`src/rtl/smart_lock.sv`:
```
// smart_lock: keypad door lock with a three-slot code table.
// Unlocked, a 4-digit entry can be stored (enter) or removed (delete);
// locked, the 4th accepted digit is checked against the stored codes.
// Optional feature: define SMART_LOCK_LOCKOUT_EN to add a fail counter that
// puts the lock into a 64-cycle LOCKOUT state after 3 failed unlocks.
module smart_lock (
    input  logic       clk,
    input  logic       reset,
    input  logic [9:0] buttons,
    input  logic       enter,
    input  logic       delete,
    input  logic       lock,
    output logic       error,
    output logic       doorLocked
);

`ifdef SMART_LOCK_LOCKOUT_EN
    typedef enum logic [1:0] {ST_UNLOCKED, ST_LOCKED, ST_LOCKOUT} state_t;
`else
    typedef enum logic [1:0] {ST_UNLOCKED, ST_LOCKED} state_t;
`endif

    // Map a one-hot keypad word to its BCD digit.
    function automatic logic [3:0] f_encode(input logic [9:0] b);
        f_encode = 4'd0;
        for (int i = 0; i < 10; i++) begin
            if (b[i]) f_encode = 4'(i);
        end
    endfunction

    state_t            r_state;
    logic [9:0]        r_btn_prev;
    logic              r_enter_prev;
    logic              r_delete_prev;
    logic              r_lock_prev;
    logic [15:0]       r_buf;
    logic [2:0]        r_count;
    logic [2:0][15:0]  r_code;
    logic [2:0]        r_valid;
    logic              r_error;
    logic              r_door;
`ifdef SMART_LOCK_LOCKOUT_EN
    logic [1:0]        r_fail;
    logic [5:0]        r_timer;
    logic [1:0]        w_fail_nxt;
    logic [5:0]        w_timer_nxt;
`endif

    state_t            w_state_nxt;
    logic [15:0]       w_buf_nxt;
    logic [2:0]        w_count_nxt;
    logic [2:0][15:0]  w_code_nxt;
    logic [2:0]        w_valid_nxt;
    logic              w_error_nxt;
    logic              w_door_nxt;

    logic              w_enter_edge;
    logic              w_delete_edge;
    logic              w_lock_edge;
    logic              w_digit_ok;
    logic [3:0]        w_digit;
    logic [15:0]       w_cand;
    logic [2:0]        w_buf_hit;
    logic [2:0]        w_cand_hit;
    logic              w_free_any;
    logic [1:0]        w_free_idx;

    // A digit is only taken from a clean single-key press out of an idle keypad.
    assign w_enter_edge  = enter  & ~r_enter_prev;
    assign w_delete_edge = delete & ~r_delete_prev;
    assign w_lock_edge   = lock   & ~r_lock_prev;
    assign w_digit_ok    = (r_btn_prev == 10'd0) && $onehot(buttons);
    assign w_digit       = f_encode(buttons);
    assign w_cand        = {r_buf[11:0], w_digit};

    // Table lookups: buffer match (enter/delete), candidate match (unlock), lowest free slot.
    always_comb begin
        for (int i = 0; i < 3; i++) begin
            w_buf_hit[i]  = r_valid[i] && (r_code[i] == r_buf);
            w_cand_hit[i] = r_valid[i] && (r_code[i] == w_cand);
        end
        w_free_any = ~&r_valid;
        if (!r_valid[0])      w_free_idx = 2'd0;
        else if (!r_valid[1]) w_free_idx = 2'd1;
        else                  w_free_idx = 2'd2;
    end

    // Next-state and registered-output logic; lock beats enter/delete beats digit.
    always_comb begin
        w_state_nxt = r_state;
        w_buf_nxt   = r_buf;
        w_count_nxt = r_count;
        w_code_nxt  = r_code;
        w_valid_nxt = r_valid;
        w_error_nxt = 1'b0;
        w_door_nxt  = r_door;
`ifdef SMART_LOCK_LOCKOUT_EN
        w_fail_nxt  = r_fail;
        w_timer_nxt = r_timer;
`endif
        case (r_state)
            ST_UNLOCKED: begin
                if (w_lock_edge) begin
                    w_state_nxt = ST_LOCKED;
                    w_door_nxt  = 1'b1;
                    w_buf_nxt   = 16'd0;
                    w_count_nxt = 3'd0;
                end else if (w_enter_edge || w_delete_edge) begin
                    w_buf_nxt   = 16'd0;
                    w_count_nxt = 3'd0;
                    if (w_enter_edge && w_delete_edge) begin
                        w_error_nxt = 1'b1;
                    end else if (r_count != 3'd4) begin
                        w_error_nxt = 1'b1;
                    end else if (w_enter_edge) begin
                        if ((|w_buf_hit) || !w_free_any) begin
                            w_error_nxt = 1'b1;
                        end else begin
                            w_code_nxt[w_free_idx]  = r_buf;
                            w_valid_nxt[w_free_idx] = 1'b1;
                        end
                    end else begin
                        if (|w_buf_hit) w_valid_nxt = r_valid & ~w_buf_hit;
                        else            w_error_nxt = 1'b1;
                    end
                end else if (w_digit_ok && (r_count < 3'd4)) begin
                    w_buf_nxt   = w_cand;
                    w_count_nxt = r_count + 3'd1;
                end
            end
            ST_LOCKED: begin
                // enter/delete have no meaning while locked and are dropped.
                if (w_lock_edge) begin
                    w_buf_nxt   = 16'd0;
                    w_count_nxt = 3'd0;
                end else if (w_digit_ok) begin
                    if (r_count == 3'd3) begin
                        w_buf_nxt   = 16'd0;
                        w_count_nxt = 3'd0;
                        if (|w_cand_hit) begin
                            w_state_nxt = ST_UNLOCKED;
                            w_door_nxt  = 1'b0;
`ifdef SMART_LOCK_LOCKOUT_EN
                            w_fail_nxt  = 2'd0;
`endif
                        end else begin
                            w_error_nxt = 1'b1;
`ifdef SMART_LOCK_LOCKOUT_EN
                            if (r_fail == 2'd2) begin
                                w_state_nxt = ST_LOCKOUT;
                                w_fail_nxt  = 2'd0;
                                w_timer_nxt = 6'd63;
                            end else begin
                                w_fail_nxt  = r_fail + 2'd1;
                            end
`endif
                        end
                    end else begin
                        w_buf_nxt   = w_cand;
                        w_count_nxt = r_count + 3'd1;
                    end
                end
            end
`ifdef SMART_LOCK_LOCKOUT_EN
            ST_LOCKOUT: begin
                // Error stays asserted for the whole penalty; all input is dropped.
                if (r_timer == 6'd0) begin
                    w_state_nxt = ST_LOCKED;
                end else begin
                    w_error_nxt = 1'b1;
                    w_timer_nxt = r_timer - 6'd1;
                end
            end
`endif
            default: begin
                w_state_nxt = ST_UNLOCKED;
                w_door_nxt  = 1'b0;
                w_buf_nxt   = 16'd0;
                w_count_nxt = 3'd0;
            end
        endcase
    end

    // State, table, edge-detect samples and outputs; reset clears everything at once.
    always_ff @(posedge clk or negedge reset) begin
        if (!reset) begin
            r_state       <= ST_UNLOCKED;
            r_btn_prev    <= 10'd0;
            r_enter_prev  <= 1'b0;
            r_delete_prev <= 1'b0;
            r_lock_prev   <= 1'b0;
            r_buf         <= 16'd0;
            r_count       <= 3'd0;
            r_code        <= '0;
            r_valid       <= 3'd0;
            r_error       <= 1'b0;
            r_door        <= 1'b0;
`ifdef SMART_LOCK_LOCKOUT_EN
            r_fail        <= 2'd0;
            r_timer       <= 6'd0;
`endif
        end else begin
            r_state       <= w_state_nxt;
            r_btn_prev    <= buttons;
            r_enter_prev  <= enter;
            r_delete_prev <= delete;
            r_lock_prev   <= lock;
            r_buf         <= w_buf_nxt;
            r_count       <= w_count_nxt;
            r_code        <= w_code_nxt;
            r_valid       <= w_valid_nxt;
            r_error       <= w_error_nxt;
            r_door        <= w_door_nxt;
`ifdef SMART_LOCK_LOCKOUT_EN
            r_fail        <= w_fail_nxt;
            r_timer       <= w_timer_nxt;
`endif
        end
    end

    assign error      = r_error;
    assign doorLocked = r_door;

endmodule

```
`config.mk`:
```
export PLATFORM = sky130hd
export DESIGN_NAME = smart_lock
export DESIGN_NICKNAME = d
export VERILOG_FILES = /design/src/rtl/smart_lock.sv
export SDC_FILE = /design/constraint.sdc
export NUM_CORES = 1
export LEC_CHECK = 0
export CORE_ASPECT_RATIO = 0.9
export CORE_MARGIN = 10
export CORE_UTILIZATION = 59
export DETAILED_ROUTE_END_ITERATION = 7
export DONT_BUFFER_PORTS = 1
export PLACE_DENSITY = 0.75
export SETUP_SLACK_MARGIN = 0.4
export SLEW_MARGIN = 20
export SYNTH_ARGS = -nofsm -noshare
export SYNTH_HDL_FRONTEND = slang
export SYNTH_SLANG_ARGS = --single-unit
```
`constraint.sdc`:
```
create_clock -name clk -period 3.2 [get_ports clk]
set_clock_uncertainty 0.15 [all_clocks]
set_input_delay 0.32 -clock clk [delete_from_list [all_inputs] [get_ports clk]]
set_output_delay 0.32 -clock clk [all_outputs]
set_load 0.005 [all_outputs]
```
After elaboration in Yosys (flattened, before gate mapping)
Index checks and enable logic that the tools add are counted.
{"block": "word_totals", "ff_bits": 87, "in_bits": 15, "out_inout_bits": 2, "word_cells": 136}
{"block": "classes", "addsub": 10, "order_cmp": 3, "eq_ne": 18, "mux": 57, "bitwise_logic": 13, "n_reduce_logical": 22}
{"cell": "two-way mux 16 bit", "count": 7}
{"cell": "== test 16 bit", "count": 6}
{"cell": "bitwise mux 48 bit", "count": 1}
{"cell": "demux 16 bit (select 2 bit)", "count": 1}
{"cell": "case mux 16 bit (2 select lines)", "count": 1}
{"cell": "two-way mux 3 bit", "count": 9}
{"cell": "two-way mux 4 bit", "count": 6}
{"cell": "two-way mux 1 bit", "count": 18}
{"cell": "two-way mux 2 bit", "count": 9}
{"cell": "AND reduction 7 bit", "count": 2}
{"cell": "inequality test 2 bit, second input constant", "count": 6}
{"cell": "adder 1 x 1 -> 2 bit", "count": 5}
{"cell": "logical AND 1 bit", "count": 10}
{"cell": "zero test 10 bit", "count": 1}
{"cell": "NOT 1 bit", "count": 7}
{"cell": "adder 2 x 2 -> 3 bit", "count": 2}
{"cell": "inequality test 3 bit, second input constant", "count": 2}
{"cell": "case mux 3 bit (2 select lines)", "count": 1}
{"cell": "OR reduction 3 bit", "count": 2}
{"cell": "AND reduction 5 bit", "count": 1}
{"cell": "adder 3 x 3 -> 4 bit", "count": 1}
{"cell": "adder 4 x 2 -> 4 bit", "count": 1}
{"cell": "== test 4 x 1 -> 1 bit, second input constant", "count": 1}
{"cell": "inequality test 4 bit, second input constant", "count": 1}
{"cell": "18 further kinds", "count": 22}

Depth between registers and ports, before layout
{"block": "logic_depth", "depth_word": 17, "ltp_mapped": 16, "ltp_nobuf": 14}

Worst setup path before layout
No wires, ideal clock.
{"block": "synth_path", "path_type": "input port to flip-flop", "startpoint": "in buttons[0]", "endpoint": "reg r_buf[2]", "setup_ps": 121, "t_arrival_ps": 3852, "t_required_ps": 2929, "setup_slack_ps": -923, "path_stages": 15, "path_buffers": 2, "path_cell_list": "fa_1 -> fa_1 -> inv_1 -> fa_1 -> inv_1 -> ha_1 -> inv_1 -> fa_1 -> a2111oi_0 -> a21oi_1 -> nor3_1 -> o22ai_1 -> clkbuf_1 -> clkbuf_1 -> a22o_1"}
{"block": "synth_between", "elab_chain_cells": 9, "elab_cells_between_ends": 10, "cone_classes": "4 x add/sub; 3 x eq/ne; 3 x reduce/logical"}
{"element": "start: declaration", "line_no": "9", "text": "input logic [9:0] buttons,"}
{"element": "adder 1 x 1 -> 2 bit (not written as such) (*)", "line_no": "72", "text": "assign w_digit_ok = (r_btn_prev == 10'd0) && $onehot(buttons);"}
{"element": "adder 2 x 2 -> 3 bit (not written as such) (*)", "line_no": "72"}
{"element": "adder 3 x 3 -> 4 bit (not written as such) (*)", "line_no": "72"}
{"element": "adder 4 x 2 -> 4 bit (not written as such) (*)", "line_no": "72"}
{"element": "== test 4 x 1 -> 1 bit (*)", "line_no": "72"}
{"element": "logical AND 1 bit (*)", "line_no": "72"}
{"element": "logical AND 1 bit", "line_no": "126", "text": "end else if (w_digit_ok && (r_count < 3'd4)) begin"}
{"element": "inequality test 4 bit (no line)"}
{"element": "AND reduction 2 bit (no line) (*)"}
{"element": "end signal: assignment", "line_no": "208", "text": "r_buf <= w_buf_nxt;"}
{"element": "end: declaration", "line_no": "36", "text": "logic [15:0] r_buf;"}
Mark *: on every way between the ends. The rest lies on a longest branch, timed or not.
A chain may end at the register's enable or synchronous reset.

Worst setup path after layout
{"block": "layout_path", "startpoint": "in buttons[3]", "endpoint": "reg r_buf[14]"}
The elaborated chain is that of the path after synthesis.

==> impl_metrics.yaml <==
timing:
  finalWorstSetupSlack_ns: -0.2934
  worstMarginPinSlew_ns: 0.6228
  hold_viol: 0
  final_max_slew_viol_count: 0
  timing.fmax_mhz: 286.3
  rsz0062_at_grt: "true"
  worst_slew_margin_rel_pct: 58.13
  fin_crit_sh_pct: 109.2
  period_needed_ns: 3.493
  setup_viol: 21
die:
  io_pins: 17
  start_util_pct: 60.15
  core_sq_um: 8029
  core.rowCount: 31
  die_w_um: 115.4
  dieArea_sq_um: 12210
  chipHeight_um: 105.8
global_routing:
  grt_pass1_wl_um: 16930
  grt_max_degree: 86
  antenna_found_initial: 0
  grt_pass1_vias: 3243
  gr-total-overflow: 0
  grt_use_total_pct: 17.68
detailed_routing:
  drt-wirelength-per-cell_um: 19.75
  num_vias: 3194
  drtIter0Drc: 257
  vias_per_cell: 5.959
  detailedRoute.firstPassIterationCount: 5
  ant_nets: 0
  totalWireLength_um: 10580
  drc: 0
cts:
  clk_pin_slew_ns: 0.08
  htree_num_levels: 3
  cts_buffers: 9
  cts_tree: "done"
  cts_buffer_depth: 2
  root_buffer: "clkbuf_8"
  cts_setup_buffers: 0
  clock_latency_ns: 0.36
  clock-sinks: 85
critical_path:
  critPathTopFamily: "adder cells"
  cp_slowest_cell: "fa_1"
  critPathBufInv: 4
  cp_cell_sequence: "fa_1 -> fa_1 -> inv_1 -> fa_1 -> inv_1 -> ha_2 -> inv_2 -> fa_2 -> a2111oi_4 -> a21oi_1 -> nor3_4 -> o22ai_4 -> buf_12 -> a22o_2"
  worstSetupEndpointType: "register"
  critical_path_arrival_ns: 3.60
  path_class: "input port to register"
  critPathMaxFanout: 17
  max_stage_delay_ns: 0.53
  cp_common_cell: "fa_1"
  startpoint_type: "input port"
  required_ns: 3.31
cells_and_area:
  fin_nets: 459
  antennaDiodeCount: 0
  fin_util_pct: 68.02
  area_growth_pct: 13.08
  drive_gt1_share_pct: 26.09
  final_common_cell: "dfrtp_1"
  finalInstanceArea_sq_um: 5461
  mostFrequentLayoutCells: "dfrtp_1, xnor2_1, mux2_2"
  fill_cells: 561
power_and_ir_drop:
  ir_drop_v: 0.0003170
  power-per-cell-area_nw_per_um2: 514.9
  pwr-share-clk_pct: 33.0
  power_switching_uw: 830.4
  power_frac_seq_pct: 44.4
  p_int_mw: 1.982
  p_leak_nw: 2.592
  comb_power_share_pct: 22.6
  p_sw_share_pct: 29.53
synth:
  synth-seq-cells: 85
  avgSynthCellArea_sq_um: 11.87
  async_flop_share_pct: 100.0
  synthesis.nets: 434
  ys.warnings.count: 0
  ys.flop_type: "dfrtp_1"
  synthDistinctLibCells: 51
  seq_area_frac_synth_pct: 44.04
  synth_edf_count: 0
  synthCells: 407
  syn_area_sq_um: 4830
outcome:
  violations: "setup timing"
  status: "complete, but fails checks"
worst_hold_path:
  min_path_type: "input port to register"
place:
  pre_cts_ws_ns: -0.6711
  io_buffers: 0
  gp_congestion: 0.8263
  placed_area_sq_um: 4987
  hpwlAfterDp_um: 7403
run:
  drv_cap: 0
[path summary, 6_finish.rpt]
path | slack [ns] | to | depth (start not counted) | start
worst max-delay path | -0.29 | r_buf[14]$_DFFE_PN0P_ | 14 | buttons[3]
worst min-delay path | 0.13 | r_valid[2]$_DFFE_PN0P_ | 3 | enter
worst max register to register | 0.38 | r_code[26]$_DFFE_PN0P_ | 9 | r_buf[0]$_DFFE_PN0P_
worst min register to register | 0.40 | r_count[1]$_DFFE_PN0P_ | 1 | r_count[1]$_DFFE_PN0P_
max in group asynchronous | 2.16 | r_buf[7]$_DFFE_PN0P_ | 2 | reset
min in group asynchronous | 0.39 | r_code[0]$_DFFE_PN0P_ | 2 | reset
[cell usage after synthesis, types with 9 or more instances]
| master | count | area share, % |
|---|---|---|
| xor2_1 | 38 | 6.9 |
| o21ai_0 | 9 | 0.93 |
| nor4_1 | 12 | 1.6 |
| xnor2_1 | 53 | 9.6 |
| inv_1 | 18 | 1.4 |
| nor2_1 | 12 | 0.93 |
| dfrtp_1 | 85 | 44 |
| mux2_4 | 10 | 3.1 |
| nand4_1 | 16 | 2.1 |
| mux2_2 | 40 | 9.3 |
| buf_6 | 11 | 2.6 |
| a22o_1 | 15 | 2.7 |
[worst reg2reg max path, stage by stage (launching register included)]
cell,delay [ns]
dfrtp_1,0.62
xor2_1,0.25
nor4_1,0.09
nand4_1,0.18
a2bb2oi_1,0.29
and4_1,0.41
nand2_4,0.09
nor2_4,0.10
buf_12,0.17
mux2_2,0.35
[through the flow]
stage	power (mW)	setup TNS (ns)	instances	hold WS, ns
6_report	2.812	-5.071	536	0.1326
5_1_grt	2.924	-7.716	536	0.1388
4_1_cts	2.785	-3.864	536	0.1064
3_5_place_dp	1.818	-12.94	505	-0.1230
3_3_place_gp	1.802	-10.54	505	-0.1230
2_1_floorplan	1.684	-11.80	407	-0.1256
[metal layers]
| layer | vias up | track usage (%) | part of all wire (%) |
|---|---|---|---|
| li1 | 1458 | - | - |
| met1 | 1641 | 24.49 | 44 |
| met2 | 81 | 27.07 | 47 |
| met3 | 14 | 3.855 | 8.0 |
| met4 | 0 | 5.244 | 1.2 |
| met5 | - | 0 | 0 |
[power by group through the flow]
| stage | logic, mW | clock network [mW] | registers, mW |
|---|---|---|---|
| 2_1_floorplan | 0.514 | 0 | 1.17 |
| 3_3_place_gp | 0.539 | 0 | 1.26 |
| 3_5_place_dp | 0.553 | 0 | 1.27 |
| 4_1_cts | 0.600 | 0.942 | 1.24 |
| 5_1_grt | 0.690 | 0.976 | 1.26 |
| 6_report | 0.634 | 0.929 | 1.25 |
[cell type report]
cell class / count / area, sq um / area share [%]
multi-input cells: 280 / 2485 / 45.50
inverters: 18 / 67.56 / 1.237
clock inverters: 5 / 107.6 / 1.970
well taps: 99 / 123.9 / 2.268
clock buffers: 11 / 141.4 / 2.589
repair buffers: 38 / 406.6 / 7.446
flip-flops and latches: 85 / 2130 / 38.99
[logic make-up after synthesis]
group                      count (synthesis)  synth area share, %
xor gates and xnor gates                  91                16.50
DFF                                       85                44.04
and+or+nand+nor                           79                9.663
muxes                                     50                12.44
AOI/OAI and AO/OA                         48                7.228
buffers and inverters                     42                6.088
adders and majority gates                 12                4.042
[sequential cells by signal, indices dropped and copies added (netlist names)]
name,cells
r_enter_prev,1
r_count,3
r_code,48
r_buf,16
r_lock_prev,1
doorLocked,1
r_btn_prev,10
r_valid,3
error,1
r_delete_prev,1
[what timing repair did]
action,CTS,global route
hold endpoints to repair,98,0
endpoints found under the setup margin,21,70
hold buffers,15,0
gates resized for setup,5,8
pin swaps,4,0
No activity file was read; power rests on OpenSTA's default activity.
